--- src/rtl/sd_pkg.sv ---
// Shared types and constants for the SD bus arbiter (sd_bus_arb, sd_arb_cnt).
package sd_pkg;

  localparam int unsigned ENG_NUM   = 3;
  localparam int unsigned ENG_INIT  = 0;
  localparam int unsigned ENG_WRITE = 1;
  localparam int unsigned ENG_READ  = 2;

  typedef enum logic [1:0] {
    ST_IDLE,
    ST_GRANT,
    ST_GAP
  } arb_state_e;

endpackage

--- src/rtl/sd_arb_cnt.sv ---
// Loadable down-counter with zero flag; holds at zero instead of wrapping.
module sd_arb_cnt #(
  parameter int unsigned W = 16
) (
  input  logic         clk,
  input  logic         rst,
  input  logic         load,
  input  logic [W-1:0] load_val,
  input  logic         dec,
  output logic         zero
);

  logic [W-1:0] count_q;
  logic [W-1:0] count_d;

  always_comb begin
    count_d = count_q;
    if (load) begin
      count_d = load_val;
    end else if (dec && (count_q != '0)) begin
      count_d = count_q - 1'b1;
    end
  end

  always_ff @(posedge clk or posedge rst) begin
    if (rst) begin
      count_q <= '0;
    end else begin
      count_q <= count_d;
    end
  end

  assign zero = (count_q == '0);

endmodule

--- src/rtl/sd_bus_arb.sv ---
// Arbitrates the SD card bus between init/write/read engines with a CSn-high gap.
// Optional grant timeout is enabled by defining SD_ARB_TIMEOUT_EN.
module sd_bus_arb
  import sd_pkg::*;
#(
  parameter int unsigned GAP_CYCLES     = 8,
  parameter int unsigned TIMEOUT_CYCLES = 65535
) (
  input  logic               clk,
  input  logic               rst,
  input  logic [ENG_NUM-1:0] req,
  input  logic [ENG_NUM-1:0] done,
  input  logic [ENG_NUM-1:0] mosi_in,
  input  logic [ENG_NUM-1:0] csn_in,
  output logic [ENG_NUM-1:0] gnt,
  output logic               sd_mosi,
  output logic               sd_csn,
  output logic               init_ok,
  output logic               busy,
  output logic               timeout_err
);

  localparam int unsigned CNT_W = (TIMEOUT_CYCLES > GAP_CYCLES) ?
                                  $clog2(TIMEOUT_CYCLES + 1) : $clog2(GAP_CYCLES + 1);

  arb_state_e         state_q, state_d;
  logic [ENG_NUM-1:0] gnt_q, gnt_d;
  logic [ENG_NUM-1:0] pend_q, pend_d;
  logic [ENG_NUM-1:0] eff_req;
  logic               init_ok_q, init_ok_d;
  logic               rr_read_q, rr_read_d;
  logic               cnt_load;
  logic [CNT_W-1:0]   cnt_val;
  logic               cnt_dec;
  logic               cnt_zero;
`ifdef SD_ARB_TIMEOUT_EN
  logic               timeout_err_q, timeout_err_d;
`endif

  sd_arb_cnt #(.W(CNT_W)) u_cnt (
    .clk      (clk),
    .rst      (rst),
    .load     (cnt_load),
    .load_val (cnt_val),
    .dec      (cnt_dec),
    .zero     (cnt_zero)
  );

  always_comb begin
    state_d   = state_q;
    gnt_d     = gnt_q;
    pend_d    = pend_q;
    init_ok_d = init_ok_q;
    rr_read_d = rr_read_q;
    cnt_load  = 1'b0;
    cnt_val   = '0;
    cnt_dec   = 1'b0;
    eff_req   = req | pend_q;
`ifdef SD_ARB_TIMEOUT_EN
    timeout_err_d = 1'b0;
`endif
    case (state_q)
      ST_IDLE: begin
        // rr_read_q set means read has priority on a write/read tie
        if (!init_ok_q) begin
          if (eff_req[ENG_INIT]) gnt_d = 3'b001;
        end else if (eff_req[ENG_WRITE] && (!eff_req[ENG_READ] || !rr_read_q)) begin
          gnt_d     = 3'b010;
          rr_read_d = 1'b1;
        end else if (eff_req[ENG_READ]) begin
          gnt_d     = 3'b100;
          rr_read_d = 1'b0;
        end
        if (gnt_d != '0) begin
          state_d = ST_GRANT;
          pend_d  = pend_q & ~gnt_d;
`ifdef SD_ARB_TIMEOUT_EN
          cnt_load = 1'b1;
          cnt_val  = CNT_W'(TIMEOUT_CYCLES - 1);
`endif
        end
      end
      ST_GRANT: begin
        if ((done & gnt_q) != '0) begin
          gnt_d    = '0;
          state_d  = ST_GAP;
          cnt_load = 1'b1;
          cnt_val  = CNT_W'(GAP_CYCLES - 1);
          if (gnt_q[ENG_INIT]) init_ok_d = 1'b1;
        end
`ifdef SD_ARB_TIMEOUT_EN
        else if (cnt_zero) begin
          gnt_d         = '0;
          state_d       = ST_GAP;
          cnt_load      = 1'b1;
          cnt_val       = CNT_W'(GAP_CYCLES - 1);
          timeout_err_d = 1'b1;
        end else begin
          cnt_dec = 1'b1;
        end
`endif
      end
      ST_GAP: begin
        pend_d = pend_q | req;
        if (cnt_zero) begin
          state_d = ST_IDLE;
        end else begin
          cnt_dec = 1'b1;
        end
      end
      default: state_d = ST_IDLE;
    endcase
  end

  always_ff @(posedge clk or posedge rst) begin
    if (rst) begin
      state_q   <= ST_IDLE;
      gnt_q     <= '0;
      pend_q    <= '0;
      init_ok_q <= 1'b0;
      rr_read_q <= 1'b0;
    end else begin
      state_q   <= state_d;
      gnt_q     <= gnt_d;
      pend_q    <= pend_d;
      init_ok_q <= init_ok_d;
      rr_read_q <= rr_read_d;
    end
  end

`ifdef SD_ARB_TIMEOUT_EN
  always_ff @(posedge clk or posedge rst) begin
    if (rst) begin
      timeout_err_q <= 1'b0;
    end else begin
      timeout_err_q <= timeout_err_d;
    end
  end
  assign timeout_err = timeout_err_q;
`else
  assign timeout_err = 1'b0;
`endif

  always_comb begin
    sd_mosi = 1'b1;
    sd_csn  = 1'b1;
    for (int unsigned i = 0; i < ENG_NUM; i++) begin
      if (gnt_q[i]) begin
        sd_mosi = mosi_in[i];
        sd_csn  = csn_in[i];
      end
    end
  end

  assign gnt     = gnt_q;
  assign init_ok = init_ok_q;
  assign busy    = (state_q != ST_IDLE);

endmodule

--- config.mk ---
export PLATFORM = sky130hd
export DESIGN_NAME = sd_bus_arb
export DESIGN_NICKNAME = d
export VERILOG_FILES = /design/src/rtl/sd_pkg.sv /design/src/rtl/sd_arb_cnt.sv /design/src/rtl/sd_bus_arb.sv
export SDC_FILE = /design/constraint.sdc
export NUM_CORES = 1
export LEC_CHECK = 0
export BUFFER_PORTS_ARGS = -buffer_cell sky130_fd_sc_hd__buf_2
export CAP_MARGIN = 5
export CORE_MARGIN = 3
export CORE_UTILIZATION = 60
export CTS_CLUSTER_SIZE = 40
export DETAILED_ROUTE_END_ITERATION = 6
export PLACE_DENSITY_LB_ADDON = 0.05
export SETUP_SLACK_MARGIN = 0.5
export SYNTH_ARGS = -nofsm -noshare
export SYNTH_HDL_FRONTEND = slang
export SYNTH_SLANG_ARGS = --single-unit
--- constraint.sdc ---
create_clock -name clk -period 4.3 [get_ports clk]
set_clock_uncertainty 0.05 [all_clocks]
set_input_delay 0.215 -clock clk [delete_from_list [all_inputs] [get_ports clk]]
set_output_delay 0.215 -clock clk [all_outputs]
set_load 0.01 [all_outputs]
# After elaboration in Yosys (flattened, before gate mapping)
# Cells that the tools add are included.
[totals]
register_bits = 26
out_inout_bits = 8
[op_classes]
mux = 29
reduce_logical = 20
eq_ne = 5
n_bitwise = 4
n_addsub = 1
[op_table]
columns = ["operator", "n"]
rows = [
  ["two-way mux 16 bit", 2],
  ["two-way mux 3 bit", 9],
  ["zero test 16 bit", 1],
  ["nonzero test 16 bit", 1],
  ["subtractor 16 x 1 -> 16 bit (second input constant)", 1],
  ["two-way mux 1 bit", 12],
  ["case mux 3 bit (2 select lines)", 2],
  ["nonzero test 2 bit", 5],
  ["AND reduction 3 bit", 3],
  ["AND 3 bit", 2],
  ["two-way mux 2 bit", 3],
  ["!= test 2 bit (second input constant)", 3],
  ["case mux 2 bit (3 select lines)", 1],
  ["nonzero test 3 bit", 2],
  ["AND reduction 2 bit", 2],
  ["NOT 3 bit", 1],
  ["OR 3 bit", 1],
  ["equality test 2 x 1 -> 1 bit (second input constant)", 1],
  ["equality test 2 bit (second input constant)", 1],
  ["logical AND 1 bit", 2],
  ["zero test 1 bit", 2],
  ["zero test 2 bit", 1],
  ["logical OR 1 bit", 1],
]

# Logic depth before layout (Yosys ltp)
[logic_depth]
ltp_word = 11
mapped_depth = 8

# Hierarchy
# Synthesis repeated with hierarchy kept, for this count alone.
[unflattened]
cells_unflattened = 183
hier_area_um2 = 1655.3
[modules_own_cells]
columns = ["mod", "cells_each", "area_each_um2", "seq_area_each_um2", "n_inst"]
rows = [
  ["sd_arb_cnt", 122, 1034.7, 400.4, 1],
  ["sd_bus_arb", 61, 620.6, 250.2, 1],
]

# Least setup slack after synthesis
# OpenSTA, ideal clock, no wires.
[synth_timing]
kind = "reg-to-reg"
start = "register u_cnt.count_q[0]"
end = "register u_cnt.count_q[3]"
n_path_buf = 2
t_arrival_ps = 1726
required_ps = 4140
stages_incl_launch_ff = 9
period_less_slack_ps = 1887
setup_slack_ps = 2413
path_cell_list = "dfrtp_1 -> inv_1 -> ha_1 -> nor3b_1 -> and4_1 -> clkbuf_2 -> buf_2 -> o311ai_0 -> o41ai_1"
[synth_via]
elab_chain_len = 5
[synth_rtl]
columns = ["item", "line", "rtl"]
rows = [
  ["start, declared", "sd_arb_cnt.sv:13", "logic [W-1:0] count_q;"],
  ["start signal, assigned", "sd_arb_cnt.sv:29", "count_q <= count_d;"],
  ["branches (longest 5 deep; another with subtractor 16 x 1 -> 16 bit)", "-", ""],
]
# Several ways; the timed one is not identified. The select of a mux whose other input is x is not followed.
# A chain may end at the register's enable or synchronous reset.

# Final worst setup path
# Same ends and word-level chain as after synthesis.

==> results.md <==
- For this run, the top clock speed supported by timing is 0.4618 GHz.
- The reg-to-reg startpoint is u_cnt.count_q[0].
- The placeable core region is 2318 sq um.
- The clock-pin slew reported for the worst setup and hold paths after clock tree synthesis is 140 ps.
- The final number of hold-violating endpoints is 0.
- The headroom to the max-slew limit is 0.3397.
- The worst-case setup margin in the final layout is 2135 ps.
- Measured in cells, the most critical reg-to-reg path has a length of 6.
- In the layout the commonest cells are sky130_fd_sc_hd__dfrtp_1, sky130_fd_sc_hd__buf_2, sky130_fd_sc_hd__nand2_1.
- The arrival time of data at the critical path endpoint is 2340 ps.
- The worst setup path is launched from a register.
- Across the VDD grid, the largest voltage drop is 0.0005235 V.
- The number of global-route vias before repair came to around 1,200.
- The clock net sink count is 26.
- The pin count of the biggest net entering global routing is 27.
- The number of levels in the clock H-tree is 1.
- The number of cell rows is 17.
- Across every metal layer, demand over resource in global routing totals 0.2153.
- The die covers 3213 sq um.
- The first-iteration detailed-routing DRC count is 38.
- The number of port buffers is 20.
- The run finished with clean final reports.
- The latest clock arrival within the worst-skew pair is 320 ps.
- The mean instance size in the synthesized netlist is approximately 9.3 sq um.
- The biggest area contributor in the post-synthesis netlist is sky130_fd_sc_hd__dfrtp_1.
- The overall die height is roughly 57 microns.
- Sorting the synthesized cells by area gives the leading types as sky130_fd_sc_hd__dfrtp_1, sky130_fd_sc_hd__a21oi_1, sky130_fd_sc_hd__nand2_1.
- The routed length per instance is 15.90 microns.
- The number of warnings issued by yosys is 0.
- Setup repair after global routing left no endpoint under its margin.
- For this run, the detailed router's first-pass iteration total came to 4.
- Summed over all layers, the global routing overflow is 0.
- The max-cap check violation count is 0.
- The final-report max-slew violation count came to 0.
- In this run, CTS created clock tree buffers numbering 3.
- In this run the power density over the cells is 546.3 nW/um^2.
- The final-stage net count is 199.
- The area of the mapped netlist is 1541 sq um.
- The hold buffer count at cts is 0.
- The reg-to-reg critical path endpoint is u_cnt.count_q[3].
- The leading register cell type out of synthesis is sky130_fd_sc_hd__dfrtp_1.
- The multi-input combinational cells in the finished layout cover a total of around 820 sq um.
- The number of instances in the synthesized netlist is 166.
- The ratio of cells with drive above 1 in the final layout is 0.1878.
- The clock passes through at most 2 buffers.
- The total of cells resized after clock tree synthesis is 0.
- The sequential cells in the finished layout cover a total of 650.6 sq um.
- Once detail routing completed, the nets flagged for antenna violations numbered 0.
- The worst register-to-register path has a setup slack of between 2000 and 2500 ps.
- Leaving out fill and tap cells, the most frequent cell in the layout is sky130_fd_sc_hd__dfrtp_1.
- The final critical path time including I/O delays and setup is roughly 2200 ps.
- Once the clock tree was built, the setup fixing pass inserted 0 buffers.
- The distinct cell type count of the synthesized netlist is 51.
- The antenna diode count is 0.
- The area share of the largest cell type after synthesis is 0.4221.
- The remaining design rule violation count is 0.
- The initial antenna violation count came to 0.
- For the pin with the worst max-slew slack, the measured transition is a little under 1000 ps.
- Synthesis inferred 26 register bits.
- The proportion of synthesized chip area in sequential cells is 0.4221.
- For this configuration, the core starts out at a cell density of 0.6649.
- The type of the worst min-delay path is in -> async.
- The final HPWL from detailed placement is 2444 microns.
- STA puts the critical path data required time at 4480 ps.
- Before CTS, the worst setup slack after placement is between 2000 and 2500 ps.
- The last weighted congestion value of the routability-driven placer is 0.8557.
- The number of primary I/O pins is 22.
- Of the available clock period, the critical path in the final layout requires 0.5036.
- The number of vias after detailed routing is 1,335.
- The total nets after synthesis is 182.
- Setup total negative slack on the finished layout was measured at 0 ps.
- The clock tree from TritonCTS is yes.
- Along the worst path, the maximum fanout reaches 16.
- For this block, the routed nets add up to 3323 microns of wire.
- The final number of setup-violating endpoints is 0.
- Summed over all cells, the static leakage comes to around 0.77 nW.
- The synthesis-to-layout area growth is 7.711%.
- The number of enable-type register cells in the synthesized netlist is 0.
- The buffer type at the clock tree root is sky130_fd_sc_hd__clkbuf_4.
- The via density per instance is 6.388.
- From left edge to right edge, the die measures around 57 microns.
- The worst setup path is captured at a register.
- The first global-routing pass estimated 5485 microns of wire.
- The filler cells instantiated in the layout total 176.
- The critical path in this run is classified as reg -> reg.
- The fraction of registers with async set or reset after synthesis is 1.000.
cell type report:
class                   count  share of cell area
repair buffers             20             0.06029
inverters                   8             0.01809
well taps                  28             0.02110
clock buffers               3             0.01356
multi-input cells         124              0.4951
flip-flops and latches     26              0.3919
registers in the layout (all words and copies together) (netlist names):
register	cells
state_q	2
pend_q	3
rr_read_q	1
init_ok	1
u_cnt.count_q	16
gnt	3
Yosys cell counts, types with 2 or more instances:
cell type	instances
sky130_fd_sc_hd__dfrtp_1	26
sky130_fd_sc_hd__nand2_1	15
sky130_fd_sc_hd__a21oi_1	13
sky130_fd_sc_hd__o21ai_0	11
sky130_fd_sc_hd__nor2_1	9
sky130_fd_sc_hd__inv_1	8
sky130_fd_sc_hd__nor3_1	6
sky130_fd_sc_hd__mux2i_1	5
sky130_fd_sc_hd__nand2b_1	5
sky130_fd_sc_hd__or2_2	5
sky130_fd_sc_hd__a21o_1	4
sky130_fd_sc_hd__buf_2	3
sky130_fd_sc_hd__clkbuf_1	3
sky130_fd_sc_hd__nor4_1	3
sky130_fd_sc_hd__o41ai_1	3
sky130_fd_sc_hd__or3_1	3
sky130_fd_sc_hd__or4_1	3
sky130_fd_sc_hd__ha_1	2
sky130_fd_sc_hd__nand3_1	2
sky130_fd_sc_hd__nand3b_1	2
sky130_fd_sc_hd__o211ai_1	2
sky130_fd_sc_hd__o22ai_1	2
sky130_fd_sc_hd__o2bb2ai_1	2
sky130_fd_sc_hd__or4b_1	2
routing by layer:
metal | routed length [microns] | vias to the layer above | track usage | part of all wire
met5 | 0 | - | 0 | 0
met2 | 1616 | 26 | 0.3333 | 0.49
li1 | - | 650 | - | -
met4 | 50 | 0 | 0.08475 | 0.015
met1 | 1553 | 654 | 0.3001 | 0.47
met3 | 104 | 5 | 0.03218 | 0.031
report_power, final:
part,internal (W),total (W),switching [W]
logic,0.000171,0.000397,0.000226
registers,0.000307,0.000405,0.0000976
clock network,0.0000329,0.000105,0.0000721
worst max-delay path by stage:
stage                startpoint               end  cells past startpoint  slack (ps)
4_1_cts        u_cnt.count_q[0]  u_cnt.count_q[3]                      6        2130
5_1_grt        u_cnt.count_q[0]  u_cnt.count_q[3]                      6        1960
2_1_floorplan  u_cnt.count_q[0]  u_cnt.count_q[3]                      8        2410
3_5_place_dp   u_cnt.count_q[0]  u_cnt.count_q[3]                      6        2190
6_report       u_cnt.count_q[0]  u_cnt.count_q[3]                      6        2130
3_3_place_gp   u_cnt.count_q[0]  u_cnt.count_q[3]                      6        2290
worst max-delay path, cell delays in order (launching register included):
cell	delay [ps]
sky130_fd_sc_hd__dfrtp_1	430
sky130_fd_sc_hd__inv_1	90
sky130_fd_sc_hd__ha_1	150
sky130_fd_sc_hd__nor3b_1	410
sky130_fd_sc_hd__and4_1	600
sky130_fd_sc_hd__o311ai_0	230
sky130_fd_sc_hd__o41ai_1	100
cells by family (layout without fill, tap and decap cells):
group                    Yosys count  count (layout)  share of synthesized area
adder cells (fa/ha/maj)            2               2                    0.01623
AO/OA/AOI/OAI                     50              50                     0.2273
XOR/XNOR                           1               1                   0.005683
AND/OR/NAND/NOR                   65              65                     0.2492
buffers and inverters             16              31                    0.04464
multiplexers                       5               5                    0.03247
flip-flops                        26              26                     0.4221
other                              1               1                   0.002433
through the flow:
| stage | util | power [W] | cell area (sq um) | cells | hold WS, ps |
|---|---|---|---|---|---|
| after global routing | 0.7161 | 0.0009864 | 1660 | 209 | 100.3 |
| after detailed placement | 0.7064 | 0.0008037 | 1638 | 206 | 433.8 |
| after global placement | 0.7064 | 0.0007830 | 1638 | 206 | 436.4 |
| after CTS | 0.7161 | 0.0009099 | 1660 | 209 | 67.51 |
| final | 0.7161 | 0.0009070 | 1660 | 209 | 47.21 |
| after floorplan | - | 0.0006928 | 1541 | 166 | 205.0 |
Power figures use the tool's default switching activity.
